<file path="config.mk">
export PLATFORM = sky130hd
export DESIGN_NAME = mem_stage
export DESIGN_NICKNAME = d
export VERILOG_FILES = /design/src/rtl/mem_stage.sv
export SDC_FILE = /design/constraint.sdc
export NUM_CORES = 1
export LEC_CHECK = 0
export BUFFER_PORTS_ARGS = -buffer_cell sky130_fd_sc_hd__clkbuf_2
export CORE_ASPECT_RATIO = 2
export CORE_MARGIN = 4
export CORE_UTILIZATION = 25
export CTS_CLUSTER_DIAMETER = 100
export CTS_CLUSTER_SIZE = 16
export DETAILED_ROUTE_END_ITERATION = 8
export PLACE_DENSITY_LB_ADDON = 0.05
export RECOVER_POWER = 25
export SYNTH_ARGS = -nofsm -noshare
export SYNTH_HDL_FRONTEND = slang
export SYNTH_SLANG_ARGS = --single-unit
</file>
<file path="constraint.sdc">
create_clock -name clk -period 3.2 [get_ports clk]
set_input_delay 0.64 -clock clk [delete_from_list [all_inputs] [get_ports clk]]
set_output_delay 0.64 -clock clk [all_outputs]
set_load 0.02 [all_outputs]
</file>
<file path="src/rtl/mem_stage.sv">
// mem_stage: MEM stage of the RV32I pipeline.
//
// Accepts one EXE result at a time (in_valid/in_ready). Loads and stores are
// run on a req/gnt/rvalid data-memory bus. Every other op completes one cycle
// after accept. This covers non-memory ops, branch-only ops, and memory ops
// that are misaligned or use an illegal funct3. Each accepted op produces
// exactly one registered wb_valid pulse carrying the MEM/WB results.
//
// Handshake: an op transfers on a rising edge where in_valid && in_ready.
// in_ready is high only in IDLE. A bus request is accepted on a rising edge
// where dmem_req && dmem_gnt. Read data is taken on a rising edge with
// dmem_rvalid, but only while waiting for it (WAIT_R).
//
// Ports:
//   clk, rst_n                  clock, async active-low reset
//   in_valid / in_ready         upstream handshake
//   crt_mem_in                  [0]=mem_read [1]=mem_write [2]=branch
//   crt_wb_in, funct3_in        write-back control, access size/sign
//   alu_result_in               address or ALU result
//   store_data_in               rs2 data for stores
//   rd_in, zero_in              destination register, ALU zero flag
//   pc_target_in                branch target
//   dmem_*                      data-memory bus
//   wb_valid, crt_wb_out,
//   wb_data, rd_out             registered MEM/WB results
//   pc_src_out, pc_target_out   branch decision and target
//   misalign_out, bus_err_out   error flags, valid with wb_valid
//   stall_out                   high while an access is in flight
module mem_stage #(
    parameter int BUS_TIMEOUT = 255
) (
    input  logic        clk,
    input  logic        rst_n,
    input  logic        in_valid,
    output logic        in_ready,
    input  logic [2:0]  crt_mem_in,
    input  logic [1:0]  crt_wb_in,
    input  logic [2:0]  funct3_in,
    input  logic [31:0] alu_result_in,
    input  logic [31:0] store_data_in,
    input  logic [4:0]  rd_in,
    input  logic        zero_in,
    input  logic [31:0] pc_target_in,
    output logic        dmem_req,
    output logic        dmem_we,
    output logic [31:0] dmem_addr,
    output logic [31:0] dmem_wdata,
    output logic [3:0]  dmem_be,
    input  logic        dmem_gnt,
    input  logic        dmem_rvalid,
    input  logic [31:0] dmem_rdata,
    output logic        wb_valid,
    output logic [1:0]  crt_wb_out,
    output logic [31:0] wb_data,
    output logic [4:0]  rd_out,
    output logic        pc_src_out,
    output logic [31:0] pc_target_out,
    output logic        misalign_out,
    output logic        bus_err_out,
    output logic        stall_out
);

    // The counter only has to reach BUS_TIMEOUT-1. The access aborts on the
    // edge that would complete the BUS_TIMEOUT-th cycle in REQ or WAIT_R.
    localparam int CW = (BUS_TIMEOUT < 2) ? 1 : $clog2(BUS_TIMEOUT);
    localparam logic [CW-1:0] TO_LAST = CW'(BUS_TIMEOUT - 1);

    typedef enum logic [1:0] {
        IDLE   = 2'd0,
        REQ    = 2'd1,
        WAIT_R = 2'd2
    } state_t;

    state_t        state;
    logic [CW-1:0] cnt;
    logic [31:0]   alu_q;     // full address, kept for lane select and wb_data
    logic [2:0]    f3_q;
    logic          pc_src_q;  // branch decision, presented at completion

    logic        is_store, is_load, is_mem, illegal, misal, bad;
    logic [3:0]  st_be;
    logic [31:0] st_wdata, lane, load_fmt;

    assign in_ready  = (state == IDLE);
    assign stall_out = (state != IDLE);

    // A store takes priority when both mem_read and mem_write are set.
    assign is_store = crt_mem_in[1];
    assign is_load  = crt_mem_in[0] & ~crt_mem_in[1];
    assign is_mem   = crt_mem_in[0] | crt_mem_in[1];

    always_comb begin
        illegal = is_store ? (funct3_in > 3'b010)
                           : ((funct3_in == 3'b011) || (funct3_in[2:1] == 2'b11));
        misal   = ((funct3_in[1:0] == 2'b01) && alu_result_in[0]) ||
                  ((funct3_in[1:0] == 2'b10) && (alu_result_in[1:0] != 2'b00));
        bad     = is_mem & (illegal | misal);
    end

    // The byte-lane mask is driven for loads too, so the bus sees which
    // bytes the load will use.
    always_comb begin
        st_be    = 4'b1111;
        st_wdata = store_data_in;
        case (funct3_in[1:0])
            2'b00: begin
                st_be    = 4'b0001 << alu_result_in[1:0];
                st_wdata = {4{store_data_in[7:0]}};
            end
            2'b01: begin
                st_be    = alu_result_in[1] ? 4'b1100 : 4'b0011;
                st_wdata = {2{store_data_in[15:0]}};
            end
            default: ;
        endcase
    end

    // Shift the addressed lane down to bit 0, then extend it by size and sign.
    always_comb begin
        lane     = dmem_rdata >> {alu_q[1:0], 3'b000};
        load_fmt = dmem_rdata;
        case (f3_q)
            3'b000:  load_fmt = {{24{lane[7]}}, lane[7:0]};
            3'b100:  load_fmt = {24'h0, lane[7:0]};
            3'b001:  load_fmt = {{16{lane[15]}}, lane[15:0]};
            3'b101:  load_fmt = {16'h0, lane[15:0]};
            default: load_fmt = dmem_rdata;
        endcase
    end

    always_ff @(posedge clk or negedge rst_n) begin
        if (!rst_n) begin
            state         <= IDLE;
            cnt           <= '0;
            alu_q         <= '0;
            f3_q          <= '0;
            pc_src_q      <= 1'b0;
            dmem_req      <= 1'b0;
            dmem_we       <= 1'b0;
            dmem_addr     <= '0;
            dmem_wdata    <= '0;
            dmem_be       <= '0;
            wb_valid      <= 1'b0;
            crt_wb_out    <= '0;
            wb_data       <= '0;
            rd_out        <= '0;
            pc_src_out    <= 1'b0;
            pc_target_out <= '0;
            misalign_out  <= 1'b0;
            bus_err_out   <= 1'b0;
        end else begin
            // Completion flags are single-cycle pulses.
            wb_valid     <= 1'b0;
            misalign_out <= 1'b0;
            bus_err_out  <= 1'b0;
            pc_src_out   <= 1'b0;
            case (state)
                IDLE: begin
                    if (in_valid) begin
                        crt_wb_out    <= crt_wb_in;
                        rd_out        <= rd_in;
                        pc_target_out <= pc_target_in;
                        pc_src_q      <= crt_mem_in[2] & zero_in;
                        alu_q         <= alu_result_in;
                        f3_q          <= funct3_in;
                        if (is_mem && !bad) begin
                            state      <= REQ;
                            cnt        <= '0;
                            dmem_req   <= 1'b1;
                            dmem_we    <= is_store;
                            dmem_addr  <= {alu_result_in[31:2], 2'b00};
                            dmem_be    <= st_be;
                            dmem_wdata <= st_wdata;
                        end else begin
                            wb_valid     <= 1'b1;
                            wb_data      <= alu_result_in;
                            misalign_out <= bad;
                            pc_src_out   <= crt_mem_in[2] & zero_in;
                        end
                    end
                end
                REQ: begin
                    // Any rvalid seen here is ignored.
                    if (dmem_gnt) begin
                        dmem_req <= 1'b0;
                        cnt      <= '0;
                        if (dmem_we) begin
                            state      <= IDLE;
                            wb_valid   <= 1'b1;
                            wb_data    <= alu_q;
                            pc_src_out <= pc_src_q;
                        end else begin
                            state <= WAIT_R;
                        end
                    end else if (cnt == TO_LAST) begin
                        state       <= IDLE;
                        dmem_req    <= 1'b0;
                        wb_valid    <= 1'b1;
                        bus_err_out <= 1'b1;
                        wb_data     <= '0;
                        pc_src_out  <= pc_src_q;
                    end else begin
                        cnt <= cnt + 1'b1;
                    end
                end
                WAIT_R: begin
                    if (dmem_rvalid) begin
                        state      <= IDLE;
                        wb_valid   <= 1'b1;
                        wb_data    <= load_fmt;
                        pc_src_out <= pc_src_q;
                    end else if (cnt == TO_LAST) begin
                        state       <= IDLE;
                        wb_valid    <= 1'b1;
                        bus_err_out <= 1'b1;
                        wb_data     <= '0;
                        pc_src_out  <= pc_src_q;
                    end else begin
                        cnt <= cnt + 1'b1;
                    end
                end
                default: state <= IDLE;
            endcase
        end
    end

endmodule

</file>
# == Yosys cells after proc, flatten, opt, wreduce, memory -nomap -nowiden ==
# Index checks and enable logic that the tools add are counted.
# op_classes
addsub,1
n_shift,2
bitwise,4
mux,50
order_cmp,1
n_eq_ne,16
reduce_logical,19
# op_table
cell,count
32-bit 2-to-1 mux,6
32-bit one-hot mux with 4 select lines,1
32-bit one-hot mux with 3 select lines,1
32-bit one-hot mux with 2 select lines,1
8-bit 2-to-1 mux,5
32-bit by 5-bit >> shifter with 16-bit output,1
8-bit one-hot mux with 3 select lines,1
1-bit 2-to-1 mux,22
2-bit 2-to-1 mux,6
4-bit AND reduction,3
"8-bit by 1-bit adder with 8-bit output, second input constant",1
"8-bit == test, second input constant",1
4-bit one-hot mux with 2 select lines,1
"2-bit == test, second input constant",3
"3-bit == test, second input constant",2
"2-bit != test, second input constant",3
"3-bit != test, second input constant",2
1-bit one-hot mux with 3 select lines,2
2-bit one-hot mux with 3 select lines,1
2-bit nonzero test,3
"2-bit by 1-bit == test with 1-bit output, second input constant",2
2-bit zero test,2
4-bit 2-to-1 mux,1
1-bit one-hot mux with 2 select lines,2
14 further kinds,20
# totals
in_bits,147
regBits,189
out_inout_bits,147
word_cells,111

# == Longest topological paths before layout ==
# Gate-level depths: netlist of run 1.
# depth
ltp_word,10
mapped_depth,9
depth_no_buf,8

# == Worst setup path after synthesis of run 1 ==
# Ideal clock, no wire load.
# synth_timing
path_kind,input -> register
startpoint,in funct3_in[0]
endpoint,reg cnt[0]
path_buffers,1
setup_time_ps,66
arrival_time_ps,2078
stages,7
setup_slack_ps,1056
required_ps,3134
path_cell_list,buf_6 -> nor4_4 -> and2b_2 -> o21ai_2 -> a211o_1 -> or4_1 -> nand2_1
# synth_via
elab_chain_cells,9
word_cells_on_any_way,15
cone_classes,order compare (1); eq/ne (4); mux (1); bitwise (2); reduce/logical (7)
# synth_lines
element,line_no,rtl
from (decl),38,"input logic [2:0] funct3_in,"
"parallel branches: the longest is 3 deep, another holds 3-bit by 2-bit > comparator with 1-bit output",--,
1-bit bitwise OR (*),97,bad = is_mem & (illegal | misal);
1-bit AND (*),97,
1-bit zero test (*),166,if (is_mem && !bad) begin
1-bit logical AND (*),166,
2-bit by 1-bit != test with 1-bit output (no source line) (*),--,
4-bit AND reduction (no source line) (*),--,
to (signal assigned),203,cnt <= cnt + 1'b1;
to (signal assigned),219,cnt <= cnt + 1'b1;
to (decl),75,logic [CW-1:0] cnt;
# Every way passes the cells marked *.
# A chain may end at the register's enable or synchronous reset.

# == Final worst setup path of run 1 ==
# layout_timing
startpoint,reg state[1]
endpoint,reg wb_data[7]
# layout_via
elab_chain_cells,3
word_cells_on_any_way,9
cone_classes,eq/ne (5); mux (1); reduce/logical (3)
# layout_lines
element,line_no,rtl
from (decl),74,state_t state;
from (signal assigned),133,state <= IDLE;
from (signal assigned),167,state <= REQ;
from (signal assigned),188,state <= IDLE;
2-bit by 1-bit == test with 1-bit output (tied with other cells),157,case (state)
3-bit != test (no source line) (tied with other cells),--,
4-bit AND reduction (no source line),--,
to (signal assigned),176,wb_data <= alu_result_in;
to (signal assigned),190,wb_data <= alu_q;
to (signal assigned),210,wb_data <= load_fmt;
to (decl),54,"output logic [31:0] wb_data,"
# Parallel ways exist; a longest one is shown, timed or not.

==> results of run 1 <==
-- cell usage in the layout (no fill, tap or decap), types with 18 or more instances in the layout --
cell type,instances
clkbuf_2,291
dfrtp_1,189
nand2_1,185
o21ai_0,70
mux2_2,80
a21oi_1,22
buf_4,18
mux2i_1,34
nor2_1,92
-- sequential cells by signal, summed over array words and instances, names as in the netlist, 2 cells and up --
| register | cells |
|---|---|
| alu_q | 32 |
| cnt | 8 |
| crt_wb_out | 2 |
| dmem_addr | 30 |
| dmem_be | 4 |
| dmem_wdata | 32 |
| f3_q | 3 |
| pc_target_out | 32 |
| rd_out | 5 |
| state | 2 |
| wb_data | 32 |
-- metrics by stage --
stage	instances	area (sq um)	hold slack, ns
5_1_grt	1640	11700	0.205
3_5_place_dp	1608	11100	0.462
2_1_floorplan	905	9050	0.344
3_3_place_gp	1608	11100	0.459
4_1_cts	1640	11700	0.214
6_report	1640	11700	0.147
-- layer usage --
metal / track usage, % / wire length, um / vias up / part of all wire, %
met5: 0 / 0 / - / 0
met4: 5.15 / 705 / 0 / 2.1
met3: 4.20 / 1890 / 31 / 5.5
met2: 33.2 / 19400 / 217 / 57
met1: 18.4 / 12200 / 3821 / 36
li1: - / - / 3714 / -
-- cell type report --
class	instances	area [sq um]
Inverter	12	45.0
Sequential cell	189	4730
Timing Repair Buffer	316	1690
Fill cell	3816	24100
Tap cell	450	563
Clock inverter	15	173
Multi-Input combinational cell	641	4040
Clock buffer	17	425
-- cell families (layout without fill, tap and decap cells) --
family                   Yosys count  in the layout  share of synthesized area, %
other                              1              2                        0.0414
AO/OA/AOI/OAI                    201            201                          15.1
flip-flops                       189            189                          52.3
multiplexers                     114            114                          13.7
buffers and inverters             75            360                          3.55
adder cells (fa/ha/maj)            6              6                         0.829
AND/OR/NAND/NOR                  318            318                          14.5
-- power groups by stage --
stage	Clock, mW	Combinational, mW	Sequential, mW
6_report	2.23	6.42	4.20
5_1_grt	2.42	7.05	4.35
4_1_cts	2.34	6.59	4.22
3_5_place_dp	0	6.58	4.26
3_3_place_gp	0	6.57	4.24
2_1_floorplan	0	3.09	5.23
-- worst max-delay path: cells and delay by family, from the launching register on --
family,cells,cell delay [ns]
and+or+nand+nor,3,0.61
AOI/OAI and AO/OA,3,0.48
buffers and inverters,2,0.41
DFF,1,0.40
adders and majority gates,1,0.28
-- worst max-delay path by stage --
stage	endpoint	depth (start not counted)	slack, ns
final	wb_data[7]	9	0.95
after global routing	wb_data[7]	9	0.71
after CTS	wb_data[7]	9	0.93
after detailed placement	cnt[0]	7	0.73
after global placement	cnt[0]	7	0.77
after floorplan	cnt[0]	7	1.06
==> impl_metrics.toml, run 1 <==
[timing]
skew_ns = 0.0103
setup_viol = 0
layout_setup_ws_ns = 0.947
slew_headroom_pct = 23.7
period_minus_slack_ns = 2.25
hold_violations = 0
final-max-slew-violation-count = 0
fin_crit_sh_pct = 70.4
worst_slew_pin_slew_ns = 1.14
final.setup.tns_ns = 0
fmax_mhz = 444
rsz0062_at_grt = "no"

[logic_synthesis]
synth_cell_types = 52
netlist_instances = 904
synth_most_common_cell = "dfrtp_1"
synth_edf_count = 0
synth_area_sq_um = 9050
synth.area.top_cells = "dfrtp_1 (52%), mux2_2 (10%), nand2_1 (7.7%), o21ai_0 (3.9%), nor2_1 (3.9%)"
synth_ff_type = "dfrtp_1"
ys_ff_latch = 189
synth_top_cells_by_count = "dfrtp_1 (189), nand2_1 (186), nor2_1 (93)"
synth_area_leader_cell = "dfrtp_1"
yosysWarnings = 0
syn_avg_cell_area_sq_um = 10.0
seq_area_frac_synth_pct = 52.3
synth_top_area_share_pct = 52.3
async_reset_ff_share_pct = 100

[detailed_routing]
first_pass_iters = 4
drt-vias-per-instance = 4.75
ant_nets = 0
drc = 0
via_count = 7783
drt_iter0_markers = 245
avgRoutedWirePerCell_um = 20.9
wirelength_um = 34200

[pwr]
power_frac_seq_pct = 32.7
p_int_mw = 7.01
p_sw_mw = 5.83
total_power_mw = 12.8
power.density_nw_per_um2 = 1100
clkPwrFrac_pct = 17.3
leakage_nw = 5.68
p_comb_share_pct = 50.0
ir_drop_uv = 417
p_sw_share_pct = 45.4

[floorplan]
die_width_um = 143
dieArea_sq_um = 39500
coreArea_sq_um = 35800
start_util_pct = 25.3
placementRows = 98
io_pins = 294
die_height_um = 277

[worst_setup_path]
cpMaxStageDelayCell = "dfrtp_1"
timing.reg2reg.setup_slack_ns = 0.95
crit_type = "reg2reg"
worstSetupStartpoint = "state[1]"
worst_ep_arrival_time_ns = 2.62
startpoint_type = "flop"
required_ns = 3.57
worst-path-max-fanout = 16
r2r-end = "wb_data[7]"
timing.rr.start = "state[1]"
r2r_cells = 9
cp-end-kind = "flop"
critical_path.cell_chain = "inv_1, ha_1, and2_1, buf_4, nand2_1, and3_1, o21ai_0, a31oi_1, o22ai_1"
max_stage_delay_ns = 0.40

[place]
dp_hpwl_um = 25700
place_ws_ns = 0.734
numPortBuffers = 291
place_congestion = 0.808

[global_routing]
grtUsageTotal_pct = 17.4
grt_pass1_vias = 8229
grt_first_pass_wirelength_um = 51700
overflow = 0
antenna_found_initial = 0
grt_max_degree = 90

[cts]
clkTransAtPathRegs_ns = 0.08
cts_tree = "built"
cts_hold_buf = 0
post_cts_buffers = 0
cts_inserted_buffers = 17
cts_sinks = 189
cts_max_level = 4
ctsResizeCount = 0
clockRootBuffer = "clkbuf_16"
clockBufferDepth = 2
clock_latency_ns = 0.45

[finish]
synthToLayoutAreaGrowth_pct = 28.9
antenna_cells = 0
final_util_pct = 32.6
final_nets = 1330
drive_above_1_share_pct = 37.1

[run]
drv_cap = 0

[outcome]
status = "completed"

[hold_path]
hp-class = "in2async"
Note: power is estimated with default switching activity, not from simulation.
==> run 2, diff against run 1 <==
Clock period 3.2 ns to 2.35 ns, I/O delays scaled along.
==> impl_metrics.toml, run 2 (same netlist as run 1, synthesis figures left out) <==
[finish]
multi_input_area_sq_um = 4040
antenna_cells = 0
final_nets = 1352
final-seq-area_sq_um = 4730
drive_above_1_share_pct = 38.2
synthToLayoutAreaGrowth_pct = 31.4
mostFrequentLayoutCells = "clkbuf_2 (292), dfrtp_1 (189), nand2_1 (185)"
fillers = 3854
layout_commonest_cell = "clkbuf_2"
final_design_area_no_fill_sq_um = 11900

[cts]
cts_max_level = 4
cts_tree = "built"
cts_inserted_buffers = 17
clockRootBuffer = "clkbuf_16"
clock_latency_ns = 0.46
clkTransAtPathRegs_ns = 0.09
clockBufferDepth = 2
ctsResizeCount = 0
cts_sinks = 189

[hold_path]
hp-class = "in2reg"

[worst_setup_path]
timing.reg2reg.setup_slack_ns = 0.30
cp-end-kind = "primary output"
worst_ep_arrival_time_ns = 1.62
worst-path-max-fanout = 5
required_ns = 1.88
crit_type = "reg2out"
startpoint_type = "flop"

[floorplan]
placementRows = 98
die_width_um = 143
coreArea_sq_um = 35800
die_height_um = 277
start_util_pct = 25.3
dieArea_sq_um = 39500
io_pins = 294

[detailed_routing]
ant_nets = 0
via_count = 7853
first_pass_iters = 4
drc = 0
drt-vias-per-instance = 4.73
avgRoutedWirePerCell_um = 20.7
wirelength_um = 34500
drt_iter0_markers = 292

[timing]
hold_violations = 0
fmax_mhz = 478
period_minus_slack_ns = 2.09
layout_setup_ws_ns = 0.256
fin_hold_ws_ns = 0.233
slew_headroom_pct = 6.57
final.setup.tns_ns = 0
rsz0062_at_grt = "no"
setup_viol = 0
worst_slew_pin_slew_ns = 1.40
final-max-slew-violation-count = 0
fin_crit_sh_pct = 89.1
skew_ns = 0.0193

[global_routing]
grtUsageTotal_pct = 17.5
antenna_found_initial = 0
overflow = 0
grt_pass1_vias = 8404
grt_max_degree = 59
grt_first_pass_wirelength_um = 52200

[pwr]
leakage_nw = 5.80
power.density_nw_per_um2 = 1480
ir_drop_uv = 598

[place]
dpl_cell_area_sq_um = 11300
place_congestion = 0.765
place_ws_ns = 0.179
numPortBuffers = 291
dp_hpwl_um = 26500

[run]
drv_cap = 0

[outcome]
status = "completed"
-- run 2: cell count changes in the layout (fill, tap and decap cells not counted), sizes merged --
cell	previous run	this run
clkinv	5	4
clkinvlp	0	1
bufinv	1	0
buf	23	44
dlygate4sd3	0	1
clkbuf	310	311
-- run 2: path summary, 6_finish.rpt --
check	start	endpoint	depth (start not counted)
min in group asynchronous	rst_n	wb_data[30]	2
max in group asynchronous	rst_n	alu_q[3]	3
setup / recovery	state[0]	stall_out	4
hold / removal	pc_target_in[9]	pc_target_out[9]	2
setup reg to reg	cnt[0]	wb_data[15]	9
hold reg to reg	dmem_addr[22]	dmem_addr[22]	2
-- run 2: where the power goes --
| group | leakage, nW | switching (mW) | internal [mW] |
|---|---|---|---|
| registers | 2.30 | 0.895 | 4.84 |
| clock network | 0.281 | 1.52 | 1.42 |
| logic | 3.23 | 5.55 | 3.43 |
-- run 2: stage by stage --
stage	total power, mW	cells	util [%]
floorplan	11.3	905	-
finish	17.7	1662	33.2
global route	19.0	1662	33.2
CTS	18.1	1662	33.3
detailed placement	15.0	1629	31.6
global placement	15.0	1629	31.6
-- run 2: routing by layer --
| layer | vias up | part of all wire, % | track usage, % |
|---|---|---|---|
| li1 | 3768 | - | - |
| met1 | 3833 | 35 | 18.2 |
| met2 | 226 | 57 | 33.8 |
| met3 | 26 | 5.0 | 3.78 |
| met4 | 0 | 2.2 | 5.81 |
| met5 | - | 0 | 0 |
-- run 2: layout make-up --
cell class                      instances  share of cell area [%]
Timing Repair Buffer                  338                    16.3
Inverter                               12                   0.379
Clock buffer                           18                    3.61
Sequential cell                       189                    39.8
Clock inverter                         14                    1.24
Tap cell                              450                    4.73
Multi-Input combinational cell        641                    34.0
-- run 2: timing repair --
item / 4_1_cts / 5_1_grt
setup buffers: 0 / 0
hold endpoints to repair: 40 / 0
hold buffers: 1 / 0
-- run 2: worst max-delay path, stage by stage, from the launching register on --
cell      delay, ns
dfrtp_1        0.41
inv_1          0.12
ha_2           0.31
inv_1          0.15
clkbuf_2       0.19
==> run 3, diff against run 2 <==
Settings changed: CORE_MARGIN 4 to 8.
==> impl_metrics.toml, run 3 (same netlist as run 1, synthesis figures left out) <==
[global_routing]
grtUsageTotal_pct = 17.0
grt_first_pass_wirelength_um = 54100
grt_pass1_vias = 8519
grtUsageMet2_pct = 32.2
antenna_found_initial = 0
grtUsageMet1_pct = 17.6
busiest_layer = "met2"
overflow = 0
grt_max_degree = 70
met3_usage_pct = 3.84

[worst_setup_path]
worst-path-max-fanout = 64
r2r_cells = 7
timing.reg2reg.setup_slack_ns = 0.20
required_ns = 2.69
startpoint_type = "flop"
crit_type = "reg2reg"
timing.rr.start = "state[1]"
r2r-end = "wb_data[9]"
cp-end-kind = "flop"
worst_ep_arrival_time_ns = 2.49

[timing]
layout_setup_ws_ns = 0.201
fin_crit_sh_pct = 91.5
final.setup.tns_ns = 0
fin_hold_ws_ns = 0.238
setup_viol = 0
rsz0062_at_grt = "no"
hold_violations = 0
worst_slew_pin_slew_ns = 1.55
period_minus_slack_ns = 2.15
slew_headroom_pct = -3.63
skew_ns = 0.0156
fmax_mhz = 465
final-max-slew-violation-count = 49

[hold_path]
min_path_cells = 2
holdPathEnd = "pc_target_out[17]"
hp-class = "in2reg"
min_from = "pc_target_in[17]"

[detailed_routing]
drc = 0
avgRoutedWirePerCell_um = 21.6
drt_iter0_markers = 434
wirelength_um = 35800
ant_nets = 0
drt-vias-per-instance = 4.76
via_count = 7882
first_pass_iters = 5

[cts]
ctsResizeCount = 0
cts_sinks = 189
clockRootBuffer = "clkbuf_16"
clockBufferDepth = 2
cts_inserted_buffers = 17
cts_max_level = 4
clock_latency_ns = 0.45
cts_tree = "built"
clkTransAtPathRegs_ns = 0.09

[place]
dpl_cell_area_sq_um = 11200
place_ws_ns = 0.120
numPortBuffers = 291
dp_hpwl_um = 27800
place_congestion = 0.767

[floorplan]
coreArea_sq_um = 35700
start_util_pct = 25.4
die_height_um = 285
die_width_um = 151
io_pins = 294
placementRows = 98
dieArea_sq_um = 42900

[pwr]
power.density_nw_per_um2 = 1490
p_sw_share_pct = 45.4
ir_drop_uv = 535
p_int_mw = 9.65
power_frac_seq_pct = 32.3
leakage_nw = 5.77
clkPwrFrac_pct = 17.4
p_comb_share_pct = 50.3
p_sw_mw = 8.02

[run]
drv_cap = 1

[finish]
layout_commonest_cell = "clkbuf_2"
drive_above_1_share_pct = 38.1
final_design_area_no_fill_sq_um = 11800
final_nets = 1346
antenna_cells = 0
mostFrequentLayoutCells = "clkbuf_2 (293), dfrtp_1 (189), nand2_1 (185)"
synthToLayoutAreaGrowth_pct = 30.7
final_util_pct = 33.2

[outcome]
violations = "max-capacitance violations, max-slew violations"
status = "finished with violations"
==> run 3: cell types whose count changed in the layout (fill, tap and decap cells not counted), moves of 2 or more <==
| cell | before | now |
|---|---|---|
| buf_12 | 11 | 7 |
| buf_4 | 33 | 31 |
| clkbuf_1 | 2 | 0 |
| clkinv_4 | 0 | 2 |
==> run 3: worst max path at each step <==
stage | start | end | slack [ns] | cells past startpoint
finish | state[1] | wb_data[9] | 0.20 | 7
CTS | state[1] | stall_out | 0.20 | 4
detailed placement | funct3_in[0] | cnt[0] | 0.12 | 7
global placement | funct3_in[0] | cnt[0] | 0.15 | 7
global route | rst_n | pc_target_out[3] | 0.08 | 3
floorplan | state[0] | dmem_addr[21] | 0.26 | 9
==> run 3: layout make-up <==
cell class	count	area, sq um
multi-input combinational	641	4040
timing repair buffer	332	1850
tap	450	563
fill	3721	23900
clock inverter	15	179
inverter	12	45.0
clock buffer	17	425
sequential	189	4730
==> run 3: critical path: stages, from the launching register on <==
cell and delay [ns]:
dfrtp_1 0.38, inv_1 0.09, ha_1 0.22, and2_1 0.25, a21oi_1 0.32, o21ai_4 0.10, buf_12 0.19, o41ai_1 0.41
==> run 3: layer usage <==
metal / vias up / routed length [um]
li1: 3753 / -
met1: 3833 / 12900
met4: 0 / 848
met5: - / 0
met3: 34 / 2010
met2: 262 / 20100
==> run 3: what timing repair did <==
item | CTS | global route
endpoints found under the hold margin | 16 | 0
hold buffers | 1 | 0
buffers inserted | 0 | 0
setup endpoints to repair | 0 | 0
==> run 3: stage by stage <==
step                power [mW]  cells
floorplan                 11.3    905
global placement          14.9   1623
detailed placement        14.9   1623
CTS                       18.1   1656
global route              19.0   1656
finish                    17.7   1656
==> run 3: power groups by stage <==
stage | Sequential [mW] | Combinational, mW | Clock, mW
2_1_floorplan | 7.12 | 4.21 | 0
3_3_place_gp | 5.76 | 9.10 | 0
3_5_place_dp | 5.79 | 9.12 | 0
4_1_cts | 5.74 | 9.14 | 3.21
5_1_grt | 5.92 | 9.75 | 3.30
6_report | 5.71 | 8.88 | 3.07
